## src/rtl/alu_cond_unit_if.sv

```systemverilog
// Bundles the ALU-result handshake into the condition unit and the registered output beat.
// Latency: none (wires only).
// Backpressure: ready_o / ready_i carry the valid-ready handshake on each side.
interface alu_cond_unit_if #(
   parameter int WIDTH = 32
);
   // Upstream side: ALU result, flags and instruction fields
   logic             valid_i;
   logic             ready_o;
   logic [WIDTH-1:0] result_i;
   logic             flag_n_i;
   logic             flag_z_i;
   logic             flag_c_i;
   logic             flag_v_i;
   logic [3:0]       cond_i;
   logic             set_flags_i;

   // Downstream side: registered beat and architectural status
   logic             valid_o;
   logic             ready_i;
   logic [WIDTH-1:0] result_o;
   logic             write_o;
   logic [3:0]       nzcv_o;

   // Environment view: drives the ALU beat and the downstream ready
   modport master (
      output valid_i, result_i, flag_n_i, flag_z_i, flag_c_i, flag_v_i,
             cond_i, set_flags_i, ready_i,
      input  ready_o, valid_o, result_o, write_o, nzcv_o
   );

   // Unit view: consumes the ALU beat, produces the registered beat
   modport slave (
      input  valid_i, result_i, flag_n_i, flag_z_i, flag_c_i, flag_v_i,
             cond_i, set_flags_i, ready_i,
      output ready_o, valid_o, result_o, write_o, nzcv_o
   );
endinterface

```

## src/rtl/alu_cond_unit.sv

```systemverilog
// Evaluates the instruction condition against NZCV, registers result + write enable, updates NZCV.
// Latency: 1 cycle from accepted beat to valid_o.
// Backpressure: single output register; ready_o = !valid_o | ready_i, held stable while stalled.
module alu_cond_unit #(
   parameter int WIDTH = 32
) (
   input  logic          clk_i,
   input  logic          rst_i,
   alu_cond_unit_if.slave bus
);

   typedef struct packed {
      logic [WIDTH-1:0] result;
      logic             write;
   } beat_t;

   logic        valid_q;
   beat_t       beat_q;
   logic [3:0]  nzcv_q;

   logic        accept;
   logic        cond_pass;
   logic        n_flag;
   logic        z_flag;
   logic        c_flag;
   logic        v_flag;
   logic        flags_upd;
   logic [3:0]  nzcv_new;

   assign n_flag   = nzcv_q[3];
   assign z_flag   = nzcv_q[2];
   assign c_flag   = nzcv_q[1];
   assign v_flag   = nzcv_q[0];
   assign nzcv_new = {bus.flag_n_i, bus.flag_z_i, bus.flag_c_i, bus.flag_v_i};

   // Ready depends only on the output register and downstream ready, never on valid_i
   assign bus.ready_o = !valid_q | bus.ready_i;
   assign accept      = bus.valid_i & bus.ready_o;
   assign flags_upd   = accept & cond_pass & bus.set_flags_i;

   // Condition decode against the NZCV held before this edge (no same-cycle forwarding)
   always_comb begin
      cond_pass = 1'b1;
      case (bus.cond_i)
         4'b0000: cond_pass = z_flag;
         4'b0001: cond_pass = !z_flag;
         4'b0010: cond_pass = c_flag;
         4'b0011: cond_pass = !c_flag;
         4'b0100: cond_pass = n_flag;
         4'b0101: cond_pass = !n_flag;
         4'b0110: cond_pass = v_flag;
         4'b0111: cond_pass = !v_flag;
         4'b1000: cond_pass = c_flag & !z_flag;
         4'b1001: cond_pass = !c_flag | z_flag;
         4'b1010: cond_pass = (n_flag == v_flag);
         4'b1011: cond_pass = (n_flag != v_flag);
         4'b1100: cond_pass = !z_flag & (n_flag == v_flag);
         4'b1101: cond_pass = z_flag | (n_flag != v_flag);
         default: cond_pass = 1'b1;
      endcase
   end

   // Output beat register: load on accept, drop valid once drained, hold while stalled
   always_ff @(posedge clk_i) begin
      if (rst_i) begin
         valid_q <= 1'b0;
         beat_q  <= '0;
      end else if (accept) begin
         valid_q       <= 1'b1;
         beat_q.result <= bus.result_i;
         beat_q.write  <= cond_pass;
      end else if (bus.ready_i) begin
         valid_q <= 1'b0;
      end
   end

   // Status register: only a passing, flag-setting beat writes it
   always_ff @(posedge clk_i) begin
      if (rst_i) begin
         nzcv_q <= 4'b0000;
      end else if (flags_upd) begin
         nzcv_q <= nzcv_new;
      end
   end

   assign bus.valid_o  = valid_q;
   assign bus.result_o = beat_q.result;
   assign bus.write_o  = beat_q.write;
   assign bus.nzcv_o   = nzcv_q;

endmodule

```

## src/flat_wrapper.sv

```systemverilog
// flat-port wrapper written by rule: the top's interface ports become plain ports
module alu_cond_unit_flat 
#(
   parameter int WIDTH = 32
)
  (clk_i, rst_i, bus_valid_i, bus_result_i, bus_flag_n_i, bus_flag_z_i, bus_flag_c_i, bus_flag_v_i, bus_cond_i, bus_set_flags_i, bus_ready_i, bus_ready_o, bus_valid_o, bus_result_o, bus_write_o, bus_nzcv_o);
  alu_cond_unit_if #(.WIDTH(WIDTH)) bus_i ();
  input  logic clk_i;
  input  logic rst_i;
  input wire logic [$bits(bus_i.valid_i)-1:0] bus_valid_i;
  input wire logic [$bits(bus_i.result_i)-1:0] bus_result_i;
  input wire logic [$bits(bus_i.flag_n_i)-1:0] bus_flag_n_i;
  input wire logic [$bits(bus_i.flag_z_i)-1:0] bus_flag_z_i;
  input wire logic [$bits(bus_i.flag_c_i)-1:0] bus_flag_c_i;
  input wire logic [$bits(bus_i.flag_v_i)-1:0] bus_flag_v_i;
  input wire logic [$bits(bus_i.cond_i)-1:0] bus_cond_i;
  input wire logic [$bits(bus_i.set_flags_i)-1:0] bus_set_flags_i;
  input wire logic [$bits(bus_i.ready_i)-1:0] bus_ready_i;
  output wire logic [$bits(bus_i.ready_o)-1:0] bus_ready_o;
  output wire logic [$bits(bus_i.valid_o)-1:0] bus_valid_o;
  output wire logic [$bits(bus_i.result_o)-1:0] bus_result_o;
  output wire logic [$bits(bus_i.write_o)-1:0] bus_write_o;
  output wire logic [$bits(bus_i.nzcv_o)-1:0] bus_nzcv_o;
  assign bus_i.valid_i = bus_valid_i;
  assign bus_i.result_i = bus_result_i;
  assign bus_i.flag_n_i = bus_flag_n_i;
  assign bus_i.flag_z_i = bus_flag_z_i;
  assign bus_i.flag_c_i = bus_flag_c_i;
  assign bus_i.flag_v_i = bus_flag_v_i;
  assign bus_i.cond_i = bus_cond_i;
  assign bus_i.set_flags_i = bus_set_flags_i;
  assign bus_i.ready_i = bus_ready_i;
  assign bus_ready_o = bus_i.ready_o;
  assign bus_valid_o = bus_i.valid_o;
  assign bus_result_o = bus_i.result_o;
  assign bus_write_o = bus_i.write_o;
  assign bus_nzcv_o = bus_i.nzcv_o;
  alu_cond_unit #(.WIDTH(WIDTH)) u_core (.clk_i(clk_i), .rst_i(rst_i), .bus(bus_i));
endmodule
```

## config.mk

```make
export PLATFORM = sky130hd
export DESIGN_NAME = alu_cond_unit_flat
export DESIGN_NICKNAME = d
export VERILOG_FILES = /design/src/rtl/alu_cond_unit_if.sv /design/src/rtl/alu_cond_unit.sv /design/src/flat_wrapper.sv
export SDC_FILE = /design/constraint.sdc
export NUM_CORES = 1
export LEC_CHECK = 0
export ABC_AREA = 1
export CORE_AREA = 2 2 65 67
export DETAILED_ROUTE_END_ITERATION = 6
export DIE_AREA = 0 0 67 69
export GPL_TIMING_DRIVEN = 1
export PLACE_DENSITY = 0.82
export SLEW_MARGIN = 10
export SYNTH_ARGS = -nofsm -noshare
export SYNTH_HDL_FRONTEND = slang
export SYNTH_SLANG_ARGS = --single-unit
export TNS_END_PERCENT = 5
```

## constraint.sdc

```tcl
create_clock -name clk_i -period 2.7 [get_ports clk_i]
set_clock_uncertainty 0.05 [all_clocks]
set_input_delay 0.54 -clock clk_i [delete_from_list [all_inputs] [get_ports clk_i]]
set_output_delay 0.54 -clock clk_i [all_outputs]
set_load 0.03 [all_outputs]
```

# ---- Word level (Yosys, flattened, before mapping)
# Index checks and enable logic that the tools add are counted.
dict set report word_totals {
  wordCells 37
  register_bits 38
  in_bits 45
  out_inout_bits 39
}
dict set report op_classes {
  eq_ne 15
  reduce_logical 7
  n_mux 3
  n_bitwise 8
}
# cell count
set op_table {}
lappend op_table {{== test 4 bit, second input constant} 6}
lappend op_table {{== test 4 x 3 -> 1 bit, second input constant} 4}
lappend op_table {{one-hot mux 1 bit (14 select lines)} 1}
lappend op_table {{== test 4 x 2 -> 1 bit, second input constant} 2}
lappend op_table {{bitwise AND 1 bit} 5}
lappend op_table {{zero test 1 bit} 5}
lappend op_table {{== test 4 x 1 -> 1 bit, second input constant} 1}
lappend op_table {{zero test 4 bit} 1}
lappend op_table {{OR 1 bit} 3}
lappend op_table {{two-way mux 1 bit} 2}
lappend op_table {{nonzero test 2 bit} 1}
lappend op_table {{== test 1 bit} 1}
lappend op_table {{!= test 1 bit} 1}

# ---- Longest topological paths before layout
# Gate-level depths: netlist (run 1).
dict set report logic_depth {
  word_depth 5
  ltp_mapped 12
  depth_no_buf 12
}

# ---- Worst setup path after synthesis (run 1)
# Ideal clock, no wire load.
dict set report synth_timing {
  kind {in2reg}
  from {input bus_ready_i}
  to {register u_core.beat_q (netlist bit u_core.bus.result_o[3])}
  required_ns 2.534
  setup_time_ns 0.116
  cell_stages 8
  slack_ns 0.985
  n_path_buf 2
  arrival_ns 1.549
  cell_sequence {inv_1 > nand2_1 > nand2_1 > inv_1 > buf_4 > buf_4 > nor2_1 > nor2_1}
}
dict set report synth_between {
  elab_chain_len 2
}
# item line_no
set synth_rtl {}
lappend synth_rtl {{start: declaration} flat_wrapper.sv:18} ;# input wire logic [$bits(bus_i.ready_i)-1:0] bus_ready_i;
lappend synth_rtl {{OR 1 bit} alu_cond_unit.sv:37} ;# assign bus.ready_o = !valid_q | bus.ready_i;
lappend synth_rtl {{via bus_ready_o} flat_wrapper.sv:19} ;# output wire logic [$bits(bus_i.ready_o)-1:0] bus_ready_o;
lappend synth_rtl {{bitwise AND 1 bit} alu_cond_unit.sv:38} ;# assign accept = bus.valid_i & bus.ready_o;
lappend synth_rtl {{end: declaration} alu_cond_unit.sv:18} ;# beat_t beat_q;
# The timed path passes the listed nets, and every way through them passes these cells.
# A chain may end at the register's enable or synchronous reset.

# ---- Worst setup path in the final report (run 1)
dict set report layout_timing {
  from {input bus_ready_i}
  to {output bus_ready_o}
}
dict set report layout_between {
  elab_chain_len 1
}
# item line_no
set layout_rtl {}
lappend layout_rtl {{OR 1 bit} alu_cond_unit.sv:37}
lappend layout_rtl {{end: declaration} flat_wrapper.sv:19}
# Every way passes these cells.

==> impl_metrics.csv, run 1 <==
group,metric,value,unit
clocking,cts_max_path_buffers,2,
power_and_ir_drop,p_leak,1.08,nW
setup_path,cp-end-kind,"output port",
placement,io_buffers,83,
global_routing,grt_max_degree,35,
route,drtIter0Drc,86,
final_layout,drive_gt1_share,6.80,%
synth,ys_seq_area_share,47.7,%
die,die_area,4620,um^2
sta,setup_viol,0,
hold_path,worstHoldPathCells,2,
synth,syn-num-nets,271,
sta,hold_slack,0.419,ns
hold_path,hold_path.class,"reg -> reg",
route,drt_wl_total,4110,um
synth,yosysTopAreaCellShare,47.7,%
job,cap_viol_max_count,0,
synth,synth_top_cell_by_area,"dfxtp_1",
setup_path,crit_type,"in -> out",
die,initial_core_util,40.8,%
route,route.detailed.drc,0,
clocking,holdBufCountCts,0,
sta,hold_violations,0,
synth,syn_area_per_cell,7.06,um^2
global_routing,first_global_vias,1509,
clocking,postCtsSetupRepairBufs,0,
setup_path,reg2reg_from,"u_core.bus.nzcv_o[0]",
synth,ys_types,19,
clocking,tritoncts,"done",
synth,ys_warn_count,0,
setup_path,cp.required,2.11,ns
clocking,clk_pin_slew_worst_paths,0.07,ns
setup_path,cp_common_cell,"clkdlybuf4s50_1",
die,num_rows,23,
clocking,cts_buffers,5,
status,outcome,"completed",
route,avgViaCountPerCell,4.60,
setup_path,cp_data_arrival_time,1.82,ns
placement,hpwl,2950,um
sta,worstMarginPinSlew,0.356,ns
final_layout,design_area,2540,um^2
global_routing,grt_pass1_wl,6690,um
global_routing,antenna_found_initial,0,
power_and_ir_drop,vdd_drop_max,0.401,mV
sta,fin_ws,0.291,ns
power_and_ir_drop,cellPowerDensity,547,nW/um^2
setup_path,max_stage_delay,0.69,ns
sta,period_share,89.2,%
die,coreArea,3910,um^2
clocking,clkLatencyLatePin,0.28,ns
placement,pre_cts_slack,0.290,ns
die,die_h,69,um
power_and_ir_drop,p_total,0.00139,W
route,drt-wirelength-per-cell,11.5,um
final_layout,area_growth_syn_to_layout,59.5,%
route,firstDrtPassIters,4,
final_layout,diodes,0,
setup_path,critPathBufInv,3,
sta,rsz0062_at_grt,"false",
sta,drv_slew,0,
clocking,clock-root-buffer,"clkbuf_8",
die,die_w,67,um
clocking,cts_resized,0,
hold_path,min-delay-start,"u_core.bus.write_o",
clocking,htree_num_levels,2,
setup_path,worstRegToRegCells,11,
sta,period_needed,2.41,ns
setup_path,regToRegEndpoint,"u_core.bus.nzcv_o[0]",
die,ioPinCount,84,
setup_path,worstSetupStartpointType,"input pin",
global_routing,gr-usage-all-layers,18.6,%
route,detail-route-antenna-nets,0,
setup_path,cp_max_fo,3,
setup_path,crit_chain,"clkdlybuf4s50_1, inv_1, nand2_1, clkdlybuf4s50_1",
setup_path,reg2reg_setup_slack,1.26,ns
route,route.vias.total,1650,
global_routing,grt_overflow_total,0,
clocking,clock-sinks,38,
placement,placed_cell_area,2460,um^2
synth,syn_area,1600,um^2
setup_path,crit_family,"buffers and inverters",
sta,maxSlewHeadroom,76.3,%
hold_path,min_to,"u_core.bus.write_o",
sta,tns,0,ns
sta,fmax,415,MHz
synth,synth_cells,226,
setup_path,cp_slowest_cell,"clkdlybuf4s50_1",
placement,finalWeightedCongestion,0.801,
synth,yosys-top-cells-area,"dfxtp_1 (48%), nor2_1 (17%), o21ai_0 (10%), nand2_1 (6.8%), inv_1 (4.0%)",
synth,ys_seq_elements,38,
final_layout,nNetsFinal,355,
## layer usage
| layer | GRT usage, % | wire, um |
|---|---|---|
| met5 | 0 | 0 |
| met4 | 4.76 | 31 |
| met3 | 10.9 | 516 |
| met2 | 28.4 | 1870 |
| met1 | 22.1 | 1690 |
## cell usage after synthesis, drive strengths merged
| cell type | instances |
|---|---|
| nor2 | 77 |
| dfxtp | 38 |
| o21ai | 33 |
| nand2 | 30 |
| inv | 19 |
| nand3 | 9 |
| clkbuf | 6 |
| a21oi | 5 |
| buf | 4 |
| nand4 | 4 |
| clkinv | 1 |
## through the flow
stage,utilization [%],std cells
2_1_floorplan,-,226
3_3_place_gp,62.9,353
3_5_place_dp,62.9,353
4_1_cts,65.0,359
5_1_grt,65.0,359
6_report,65.0,359
## where the power goes
part	total (W)	switching, W	internal (W)	leakage [nW]
registers	0.000628	0.0000230	0.000605	0.315
logic	0.000383	0.000209	0.000174	0.722
clock network	0.000380	0.000183	0.000197	0.0431
total	0.00139	0.000415	0.000976	1.08
## worst max path at each step
| stage | from | end | cells past startpoint | slack (ns) |
|---|---|---|---|---|
| 2_1_floorplan | bus_ready_i | u_core.bus.result_o[3] | 8 | 0.98 |
| 3_3_place_gp | bus_ready_i | bus_ready_o | 4 | 0.30 |
| 3_5_place_dp | bus_ready_i | bus_ready_o | 4 | 0.29 |
| 4_1_cts | bus_ready_i | bus_ready_o | 4 | 0.28 |
| 5_1_grt | bus_ready_i | bus_ready_o | 4 | 0.20 |
| 6_report | bus_ready_i | bus_ready_o | 4 | 0.29 |
## cell families (layout without fill, tap and decap cells)
kind of cell    Yosys count  after routing  synth area share (%)
simple gates            120            120                  31.9
flops                    38             38                  47.7
buf+inv                  30            113                  8.24
compound gates           38             38                  12.2
## flip-flops by register name, summed over array words and instances (netlist names)
| register | flops |
|---|---|
| u_core.bus.nzcv_o | 4 |
| u_core.bus.write_o | 1 |
| u_core.bus.result_o | 32 |
| u_core.bus.valid_o | 1 |
## tightest hold or removal path, cell delays in order (launching register included)
cell and delay (ns):
dfxtp_1 0.31, nand2_1 0.06, a21oi_1 0.05
## cells in the final DEF (no fill, tap or decap), drive strengths merged
master / instances
a21oi: 5
inv: 19
clkbuf: 6
clkdlybuf4s50: 83
nand3: 9
dfxtp: 38
nand4: 4
nand2: 30
nor2: 77
clkinv: 1
buf: 4
o21ai: 33
## layout make-up
type / count / area (um^2)
fill: 358 / 1370
timing repair buffer: 87 / 861
sequential: 38 / 761
multi-input combinational: 158 / 703
clock buffer: 6 / 82.6
inverter: 20 / 75.1
tap: 50 / 62.6
Note: power is estimated with default switching activity, not from simulation.
==> run 2: changes to the inputs <==
--- a/config.mk
+++ b/config.mk
@@ -5,7 +5,6 @@
 export SDC_FILE = /design/constraint.sdc
 export NUM_CORES = 1
 export LEC_CHECK = 0
-export ABC_AREA = 1
 export CORE_AREA = 2 2 65 67
 export DETAILED_ROUTE_END_ITERATION = 6
 export DIE_AREA = 0 0 67 69
==> run 2 against run 1 <==
Effect of this change: final cell count decreased by 11%; critical endpoint unchanged; non-clock buffer count is 1 higher; via count decreased by 9.0%; sequential share of layout area is 0.19 points higher; sequential power decreased by 3%; fmax decreased by 0.69%; register-to-register slack lost 0.21 ns; global-route usage fell by 2.0 points; synthesized cell count shrank 18%; synthesized area fell by 2.8%; largest power group unchanged; first-iteration DRC count is 9.3% higher; critical path depth fell by 1.
==> impl_metrics.csv, run 2 <==
group,metric,value,unit
sta,drv_slew,0,
synth,yosys-top-cells-area,"dfxtp_1 (49%), nand2_1 (16%), a21oi_1 (11%), or2b_2 (4.0%), mux2i_1 (3.9%)",
setup_path,cp_max_fo,4,
power_and_ir_drop,cellPowerDensity,541,nW/um^2
global_routing,first_global_vias,1453,
synth,yosysMostFrequentCell,"nand2_1",
synth,synth-xor-area-share,2.82,%
synth,syn_area_per_cell,8.38,um^2
final_layout,fillers,365,
synth,ys_seq_elements,38,
final_layout,largest_reg_flops,32,
clocking,clock-root-buffer,"clkbuf_8",
final_layout,drive_gt1_share,7.78,%
die,ioPinCount,84,
route,detail-route-antenna-nets,0,
global_routing,antenna_found_initial,0,
final_layout,seq_area,761,um^2
sta,worstMarginPinSlew,0.429,ns
route,drt-wirelength-per-cell,11.9,um
synth,synthSimpleGateAreaFrac,25.4,%
synth,ys_seq_area_share,49.1,%
synth,synth_compound_area_share,14.8,%
clocking,cts_resized,0,
synth,syn_area,1550,um^2
clocking,holdBufCountCts,0,
synth,synth_top_cell_by_area,"dfxtp_1",
final_layout,nNetsFinal,314,
route,avgViaCountPerCell,4.69,
clocking,clk_pin_slew_worst_paths,0.07,ns
hold_path,hold_path.class,"reg -> reg",
status,outcome,"completed",
placement,dp_cells,312,
placement,io_buffers,83,
power_and_ir_drop,p_leak,0.950,nW
global_routing,grt_overflow_total,0,
clocking,clock-sinks,38,
clocking,cts_max_path_buffers,2,
synth,syn-num-nets,230,
route,route.vias.total,1502,
setup_path,worstSetupStartpointType,"input pin",
placement,finalWeightedCongestion,0.710,
power_and_ir_drop,vdd_drop_max,0.334,mV
clocking,tritoncts,"done",
final_layout,diodes,0,
sta,tns,0,ns
synth,synth_top_family_by_area,"simple AND/OR/NAND/NOR gates",
sta,rsz0062_at_grt,"false",
clocking,htree_num_levels,2,
sta,setup_viol,0,
die,die_area,4620,um^2
die,die_h,69,um
die,num_rows,23,
clocking,postCtsSetupRepairBufs,0,
synth,synth_ff_type,"dfxtp_1",
sta,period_needed,2.43,ns
synth,ys_warn_count,0,
final_layout,multi_input_area,727,um^2
die,coreArea,3910,um^2
final_layout,final_cell_mix,"clkdlybuf4s50_1 (83), nand2_1 (67), dfxtp_1 (38), a21oi_1 (33), or2b_2 (7)",
synth,synth_cells,185,
route,drt_wl_total,3800,um
synth,async_reset_ff_share,0,%
route,route.detailed.drc,0,
sta,period_share,89.8,%
global_routing,grt_max_degree,33,
clocking,cts_buffers,5,
final_layout,final_cells,320,
setup_path,cp-end-kind,"output port",
sta,fmax,412,MHz
synth,synth_common_cells,"nand2_1 (67), dfxtp_1 (38), a21oi_1 (33)",
job,cap_viol_max_count,0,
route,drtIter0Drc,94,
die,die_w,67,um
route,firstDrtPassIters,4,
die,initial_core_util,39.6,%
sta,maxSlewHeadroom,71.1,%
sta,hold_violations,0,
synth,yosysTopAreaCellShare,49.1,%
final_layout,final_common_cell,"clkdlybuf4s50_1",
global_routing,gr-usage-all-layers,16.7,%
synth,synth_fa_ha_area_share,0,%
final_layout,area_growth_syn_to_layout,63.1,%
synth,synth.area.mux_share,3.87,%
clocking,clkLatencyLatePin,0.27,ns
synth,ys_types,27,
global_routing,grt_pass1_wl,6100,um
synth,synth_edf_count,0,
setup_path,cp_data_arrival_time,1.84,ns
setup_path,cp.required,2.11,ns
setup_path,crit_type,"in -> out",
placement,hpwl,2750,um
[run 2: cell types whose count changed after synthesis, sizes merged, moves of 6 or more]
cell	delta
mux2i	+6
nand3	-9
or2b	+7
nand2	+37
inv	-18
nor2	-76
o21ai	-32
a21oi	+28
[run 2: path summary, 6_finish.rpt]
kind         slack, ns                    from                endpoint  cells after the start
max               0.27             bus_ready_i             bus_ready_o                      3
min               0.40  u_core.bus.result_o[6]  u_core.bus.result_o[6]                      2
max reg2reg       1.05    u_core.bus.nzcv_o[2]    u_core.bus.nzcv_o[1]                      5
min reg2reg       0.40  u_core.bus.result_o[6]  u_core.bus.result_o[6]                      2
[run 2: power by group]
group	internal, W	total (W)	switching (W)
registers	0.000593	0.000610	0.0000173
clock network	0.000276	0.000455	0.000179
logic	0.000151	0.000302	0.000151
[run 2: logic make-up after synthesis]
family | after synthesis
mux | 6
compound gates | 38
simple gates | 86
xor+xnor | 5
buf+inv | 12
flops | 38
[run 2: metrics by stage]
stage	total power [W]	instance area [um^2]	utilization (%)	hold WS [ns]	setup slack, ns
floorplan	0.000776	1550	-	0.528	0.941
global placement	0.000923	2420	61.9	0.391	0.306
detailed placement	0.000927	2420	61.9	0.397	0.274
CTS	0.00138	2530	64.6	0.407	0.263
global route	0.00143	2530	64.6	0.426	0.220
finish	0.00137	2530	64.6	0.403	0.274
[run 2: critical path: stages]
cell,delay [ns]
clkdlybuf4s50_1,0.45
nand2b_1,0.16
clkdlybuf4s50_1,0.69
[run 2: cell type report]
class | count | share of cell area (%)
clock buffers | 7 | 3.02
flip-flops and latches | 38 | 30.1
well taps | 50 | 2.47
multi-input cells | 135 | 28.7
repair buffers | 88 | 34.3
inverters | 1 | 0.148
clock inverters | 1 | 1.19
[run 2: layer usage]
layer / track usage, % / part of all wire, % / vias up
met5: 0 / 0 / -
met2: 29.8 / 48 / 60
li1: - / - / 769
met3: 6.69 / 9.8 / 5
met1: 18.0 / 42 / 668
met4: 3.40 / 0.71 / 0
==> run 3: changes to the inputs <==
--- a/config.mk
+++ b/config.mk
@@ -10,6 +10,7 @@
 export DIE_AREA = 0 0 67 69
 export GPL_TIMING_DRIVEN = 1
 export PLACE_DENSITY = 0.82
+export RECOVER_POWER = 25
 export SLEW_MARGIN = 10
 export SYNTH_ARGS = -nofsm -noshare
 export SYNTH_HDL_FRONTEND = slang
==> run 3 against run 2 <==
Effect of this change: die area did not move; register-to-register slack barely moved; hold slack did not move; via count did not move; worst setup slack got worse by 0.071 ns; critical path depth did not move; routed wire length did not move; critical endpoint unchanged; largest power group unchanged.
==> impl_metrics.csv, run 3 (synthesized netlist as in run 2, its figures left out) <==
group,metric,value,unit
clocking,cts_buffers,5,
placement,hpwl,2750,um
setup_path,cp-end-kind,"output port",
power_and_ir_drop,seqPwrFrac,44.7,%
power_and_ir_drop,combPwrFrac,22.0,%
die,ioPinCount,84,
clocking,htree_num_levels,2,
route,drt-wirelength-per-cell,11.9,um
route,route.vias.total,1502,
setup_path,worstSetupStartpointType,"input pin",
setup_path,cp_max_fo,4,
setup_path,reg2reg_setup_slack,1.05,ns
sta,period_share,92.4,%
sta,hold_violations,0,
route,firstDrtPassIters,4,
final_layout,seq_area,761,um^2
setup_path,cp.required,2.11,ns
route,detail-route-antenna-nets,0,
clocking,clkLatencyLatePin,0.27,ns
setup_path,max_stage_delay,0.69,ns
setup_path,cp_data_arrival_time,1.91,ns
global_routing,antenna_found_initial,0,
die,coreArea,3910,um^2
die,die_area,4620,um^2
clocking,clock-root-buffer,"clkbuf_8",
final_layout,largest_reg_flops,32,
sta,maxSlewHeadroom,57.7,%
route,avgViaCountPerCell,4.69,
clocking,cts_resized,0,
sta,tns,0,ns
route,route.detailed.drc,0,
global_routing,gr-usage-all-layers,16.7,%
setup_path,regToRegEndpoint,"u_core.bus.nzcv_o[1]",
final_layout,multi_input_area,727,um^2
die,num_rows,23,
sta,setup_viol,0,
die,die_h,69,um
final_layout,diodes,0,
power_and_ir_drop,power.internal,0.00102,W
die,die_w,67,um
final_layout,final_common_cell,"clkdlybuf4s50_1",
sta,hold_slack,0.403,ns
sta,period_needed,2.50,ns
global_routing,first_global_vias,1453,
setup_path,crit_type,"in -> out",
setup_path,worstRegToRegCells,5,
final_layout,post-route-util,64.5,%
clocking,clock-sinks,38,
power_and_ir_drop,vdd_drop_max,0.334,mV
final_layout,area_growth_syn_to_layout,63.0,%
power_and_ir_drop,p_leak,0.950,nW
sta,rsz0062_at_grt,"false",
power_and_ir_drop,cellPowerDensity,541,nW/um^2
setup_path,reg2reg_from,"u_core.bus.nzcv_o[2]",
setup_path,crit_chain,"dlygate4sd3_1, nand2b_1, clkdlybuf4s50_1",
job,cap_viol_max_count,0,
placement,finalWeightedCongestion,0.710,
sta,worstMarginPinSlew,0.635,ns
route,drtIter0Drc,94,
clocking,holdBufCountCts,0,
final_layout,fillers,366,
final_layout,final_cell_mix,"clkdlybuf4s50_1 (81), nand2_1 (67), dfxtp_1 (38), a21oi_1 (33), or2b_2 (7)",
clocking,clk_pin_slew_worst_paths,0.07,ns
power_and_ir_drop,p_sw,0.000347,W
power_and_ir_drop,swShare,25.4,%
global_routing,grt_overflow_total,0,
status,outcome,"completed",
final_layout,final_cells,320,
global_routing,grt_max_degree,33,
final_layout,nNetsFinal,314,
route,drt_wl_total,3800,um
clocking,postCtsSetupRepairBufs,0,
final_layout,drive_gt1_share,7.78,%
clocking,tritoncts,"done",
hold_path,min-delay-start,"u_core.bus.result_o[6]",
placement,dp_cells,312,
hold_path,min_to,"u_core.bus.result_o[6]",
global_routing,grt_pass1_wl,6100,um
sta,drv_slew,0,
hold_path,worstHoldPathCells,2,
sta,fmax,401,MHz
clocking,cts_max_path_buffers,2,
placement,io_buffers,83,
power_and_ir_drop,p_clk_share,33.3,%
setup_path,cp_slowest_cell,"clkdlybuf4s50_1",
hold_path,hold_path.class,"reg -> reg",
die,initial_core_util,39.6,%
[run 3: how the worst max path moves through the flow]
stage / from / end / cells after the start
3_3_place_gp: bus_ready_i / bus_ready_o / 3
5_1_grt: bus_ready_i / bus_ready_o / 3
6_report: bus_ready_i / bus_ready_o / 3
4_1_cts: bus_ready_i / bus_ready_o / 3
2_1_floorplan: bus_ready_i / u_core.bus.nzcv_o[0] / 6
3_5_place_dp: bus_ready_i / bus_ready_o / 3
[run 3: cell type report]
type                            instances  share of cell area, %
Clock inverter                          1                   1.19
Timing Repair Buffer                   88                   34.3
Tap cell                               50                   2.48
Inverter                                1                  0.149
Clock buffer                            7                   3.02
Sequential cell                        38                   30.1
Multi-Input combinational cell        135                   28.8
[run 3: power by group through the flow]
stage	logic, W	clock network [W]	registers [W]
final	0.000301	0.000455	0.000610
after floorplan	0.0000901	0	0.000686
after detailed placement	0.000304	0	0.000623
after global placement	0.000301	0	0.000622
after global routing	0.000322	0.000496	0.000615
after CTS	0.000306	0.000468	0.000611
[run 3: worst max-delay path, delay by kind of cell]
| kind | cells | cell delay [ns] |
|---|---|---|
| buffers and inverters | 2 | 1.21 |
| AND/OR/NAND/NOR | 1 | 0.16 |
[run 3: metrics by stage]
| stage | worst slack (ns) | area [um^2] | power, W |
|---|---|---|---|
| after global placement | 0.306 | 2420 | 0.000923 |
| after detailed placement | 0.274 | 2420 | 0.000927 |
| after floorplan | 0.941 | 1550 | 0.000776 |
| final | 0.204 | 2530 | 0.00137 |
| after global routing | 0.149 | 2530 | 0.00143 |
| after CTS | 0.263 | 2530 | 0.00138 |
[run 3: routing by layer]
metal  global-route usage (%)  part of all wire (%)  vias to the layer above
met3                     6.69                   9.8                        5
met4                     3.40                  0.71                        0
met2                     29.8                    48                       60
met5                        0                     0                        -
met1                     18.0                    42                      668
li1                         -                     -                      769
==> RTL change 1: new RTL, config.mk and constraints of run 3 <==
`WIDTH` is set to 32 in 3 places; all go to 28.
--- a/src/rtl/alu_cond_unit_if.sv
+++ b/src/rtl/alu_cond_unit_if.sv
@@ -3,5 +3,5 @@
 // Backpressure: ready_o / ready_i carry the valid-ready handshake on each side.
 interface alu_cond_unit_if #(
-   parameter int WIDTH = 32
+   parameter int WIDTH = 28
 );
    // Upstream side: ALU result, flags and instruction fields
--- a/src/rtl/alu_cond_unit.sv
+++ b/src/rtl/alu_cond_unit.sv
@@ -3,5 +3,5 @@
 // Backpressure: single output register; ready_o = !valid_o | ready_i, held stable while stalled.
 module alu_cond_unit #(
-   parameter int WIDTH = 32
+   parameter int WIDTH = 28
 ) (
    input  logic          clk_i,
--- a/src/flat_wrapper.sv
+++ b/src/flat_wrapper.sv
@@ -2,5 +2,5 @@
 module alu_cond_unit_flat 
 #(
-   parameter int WIDTH = 32
+   parameter int WIDTH = 28
 )
   (clk_i, rst_i, bus_valid_i, bus_result_i, bus_flag_n_i, bus_flag_z_i, bus_flag_c_i, bus_flag_v_i, bus_cond_i, bus_set_flags_i, bus_ready_i, bus_ready_o, bus_valid_o, bus_result_o, bus_write_o, bus_nzcv_o);
Ports: changed (resized bus_result_i and bus_result_o); port bits go from 84 to 76. The function was not compared with the original's and may differ.
==> RTL change 1 against run 3 <==
  * Non-clock buffer count is 9 lower
  * Maximum frequency is 3.3% higher
  * Design area is 11% lower
  * Critical path depth stayed put
  * Die area stayed put
  * Routed wire length is 12% lower
  * Count of clock-buffer cells in the layout stayed put
  * Sequential cell count is 4 lower
  * Power is 13% lower
  * Register-to-register slack worse by 0.25 ns
  * Setup slack better by 0.080 ns
  * Synthesized area is 11% lower
  * Largest cell class unchanged
==> RTL change 1: results (changes against run 3) <==
status=complete, no violations (unchanged); layout cells sized above 1=0.0451 (was 0.0778); PD cells=527 mW/mm^2 (was 541 mW/mm^2); GPL Wtd Cong=0.708 (was 0.710); post-synth cell types=20 (was 27); Via density=4.54 (was 4.69); Peak VDD IR=0.293 mV (was 0.334 mV); Hold Crit Start=u_core.bus.result_o[9]$_SDFFE_PP0P_ (was u_core.bus.result_o[6]$_SDFFE_PP0P_); FF-to-FF End=u_core.bus.result_o[13]$_SDFFE_PP0P_ (was u_core.bus.nzcv_o[1]$_SDFFE_PP0P_); TritonRoute pass-1 iters=2 (was 4); sequential area share after synthesis=0.495 (was 0.491); switching power=320 uW (was 347 uW); Layout fillers=379 (was 366); placed cell count=286 (was 312); HPWL after detailed placement=2.53 mm (was 2.75 mm); WP data arrival=1.83 ns (was 1.91 ns); Synthesis Warnings=0 (unchanged); Seq power=546 uW (was 610 uW); routed wire length on met3=266 um (was 373 um); DP Worst Slack=0.293 ns (was 0.274 ns); dpl cell area=0.00218 mm^2 (was 0.00242 mm^2); synth top area cells=dfxtp_1, nand2_1, a21oi_1, mux2i_1, nand2b_1 (was dfxtp_1, nand2_1, a21oi_1, or2b_2, mux2i_1); # nets final=284 (was 314); combinational share of power=0.224 (was 0.220); vias in the first global route=1,224 (was 1,453); Tot GR Track Use=0.151 (was 0.167); wire length per cell=11.3 um (was 11.9 um); headroom to the max-slew limit=0.321 (was 0.577); Reg2Reg Setup Slack=0.80 ns (was 1.05 ns); Synth Instances=167 (was 185); area grow syn2layout=64.3% (was 63.0%); Port-buffer cells=75 (was 83); Largest register FFs=28 (was 32); Leak=0.837 nW (was 0.950 nW); M2 GR Usage=0.241 (was 0.298); reg-to-reg startpoint=u_core.bus.valid_o$_SDFFE_PP0P_ (was u_core.bus.nzcv_o[2]$_SDFFE_PP0P_); Hold Path Class=register to register (unchanged); met3 track demand over resource=0.0685 (was 0.0669); max layer used=met4 (unchanged); Tmin final=2.42 ns (was 2.50 ns); first-pass GRT wire length=5.38 mm (was 6.10 mm); met1 GRT Util=0.179 (was 0.180); largest net degree at the start of global routing=29 (was 33); Hold WS=0.402 ns (was 0.403 ns); Hold Path End=u_core.bus.result_o[9]$_SDFFE_PP0P_ (was u_core.bus.result_o[6]$_SDFFE_PP0P_); routed wire length=3.33 mm (was 3.80 mm); 1st-iter DRT viols=36 (was 94); DR WL met2=1.57 mm (was 1.81 mm); M1 WL=1.46 mm (was 1.59 mm); max incr delay on CP=0.69 ns (about the same); syn_nets=208 (was 230); clock buffer depth=2 (unchanged); most instantiated cells after synthesis=nand2_1, dfxtp_1, a21oi_1, nand2b_1, mux2i_1 (was nand2_1, dfxtp_1, a21oi_1, clkbuf_1, or2b_2)
-- RTL change 1: cell types whose count changed in the layout (fill, tap and decap cells not counted), sizes merged, moves of 2 or more --
cell           delta
dfxtp             -4
nand2             -7
clkdlybuf4s50     -7
or2b              -7
a21oi             -3
buf               -3
nand2b            +7
xor2              -2
clkbuf            +2
-- RTL change 1: final cells by class --
class | instances | share of cell area
repair buffers | 79 | 0.341
flip-flops and latches | 34 | 0.302
multi-input cells | 121 | 0.286
clock buffers | 7 | 0.0382
well taps | 50 | 0.0277
inverters | 2 | 0.00333
clock inverters | 1 | 0.00222
-- RTL change 1: logic make-up after synthesis --
kind of cell	after synthesis	synth area share
and+or+nand+nor	76	0.245
AOI/OAI and AO/OA	34	0.148
muxes	7	0.0510
xor gates and xnor gates	4	0.0255
buffers and inverters	12	0.0346
DFF	34	0.495
==> RTL change 2: new RTL, flow settings as in run 3 <==
Without the edit above. Make the reset (`rst_i`) asynchronous in 2 clocked blocks.
--- a/src/rtl/alu_cond_unit.sv
+++ b/src/rtl/alu_cond_unit.sv
@@ -62,5 +62,5 @@
 
    // Output beat register: load on accept, drop valid once drained, hold while stalled
-   always_ff @(posedge clk_i) begin
+   always_ff @(posedge clk_i or posedge rst_i) begin
       if (rst_i) begin
          valid_q <= 1'b0;
@@ -76,5 +76,5 @@
 
    // Status register: only a passing, flag-setting beat writes it
-   always_ff @(posedge clk_i) begin
+   always_ff @(posedge clk_i or posedge rst_i) begin
       if (rst_i) begin
          nzcv_q <= 4'b0000;
Check against the original RTL: differs if rst_i is asserted again (counterexample within 4 cycles, from zero or initial values and one cycle with rst_i high); with rst_i held inactive, the same outputs for 10 cycles.
==> RTL change 2 against run 3 <==
  * Sequential cell count did not move
  * Critical path depth did not move
  * Synthesized cell count down 5.4%
  * Via count shrank 4.7%
  * Setup slack better by 0.0035 ns
  * Design area up 4.6%
  * Synthesized area grew 6.4%
  * Routed wire length down 0.37%
Power is not compared: it rests on default switching activity, and its combinational part moved more than twofold at a synthesized area within 25%.
==> RTL change 2: results (changes against run 3) <==
Reg2Reg Setup Slack=0.71 ns (was 1.05 ns); xor and xnor fraction of the mapped netlist area=0.0266 (was 0.0282); layout cells sized above 1=0.0833 (was 0.0778); wire length per cell=12.1 um (was 11.9 um); sequential area share after synthesis=0.577 (was 0.491); routed wire length on met3=267 um (was 373 um); Core Util, Final=0.675 (was 0.645); most instantiated cells after synthesis=nand2_1, dfrtp_1, clkbuf_1, nand2b_1, xor2_1 (was nand2_1, dfxtp_1, a21oi_1, clkbuf_1, or2b_2); Primary FF master, synth=dfrtp_1 (was dfxtp_1); Non-clk bufs=89 (was 88); multi-input combinational cell count=127 (was 135); M2 GR Usage=0.285 (was 0.298); # nets final=308 (was 314); Tot GR Track Use=0.169 (was 0.167); Seq area share=0.360 (was 0.301); headroom to the max-slew limit=0.390 (was 0.577); Async SR Flop Fraction=1.00 (was 0); Layout fillers=351 (was 366); DR WL met2=1.87 mm (was 1.81 mm); M1 WL=1.63 mm (was 1.59 mm); met3 track demand over resource=0.0326 (was 0.0669); post-synth cell types=26 (was 27); mux cell area share after synthesis=0.0379 (was 0.0387); multi-input logic area=656 um^2 (was 727 um^2); Compound-Gate Fraction of Synth Area=0.0569 (was 0.148); 1st-iter DRT viols=117 (was 94); status=complete, no violations (unchanged); Pwr Total=1.87 mW; GPL Wtd Cong=0.808 (was 0.710); DP Worst Slack=0.0112 ns (was 0.274 ns); period utilization=0.923 (was 0.924); Non-clock buffering overhead=0.331 (was 0.343); syn_nets=220 (was 230); Inverters, non-clock=2 (was 1)
[RTL change 2: changes by cell type after synthesis, sizes merged, moves of 2 or more]
cell / delta
dfrtp: +38
dfxtp: -38
a21oi: -33
nand2: +32
or2b: -7
mux2i: -5
mux2: +4
and3b: -2
clkbuf: -2
nor3b: -2
[RTL change 2: final timing paths]
check,startpoint,end,cells after the start
setup / recovery,bus_ready_i,bus_ready_o,3
hold / removal,u_core.bus.result_o[2]$_DFFE_PP0P_,u_core.bus.result_o[2]$_DFFE_PP0P_,2
setup reg to reg,u_core.bus.nzcv_o[0]$_DFFE_PP0P_,u_core.bus.nzcv_o[2]$_DFFE_PP0P_,5
hold reg to reg,u_core.bus.result_o[2]$_DFFE_PP0P_,u_core.bus.result_o[2]$_DFFE_PP0P_,2
max in group asynchronous,rst_i,u_core.bus.result_o[31]$_DFFE_PP0P_,3
min in group asynchronous,rst_i,u_core.bus.result_o[8]$_DFFE_PP0P_,3
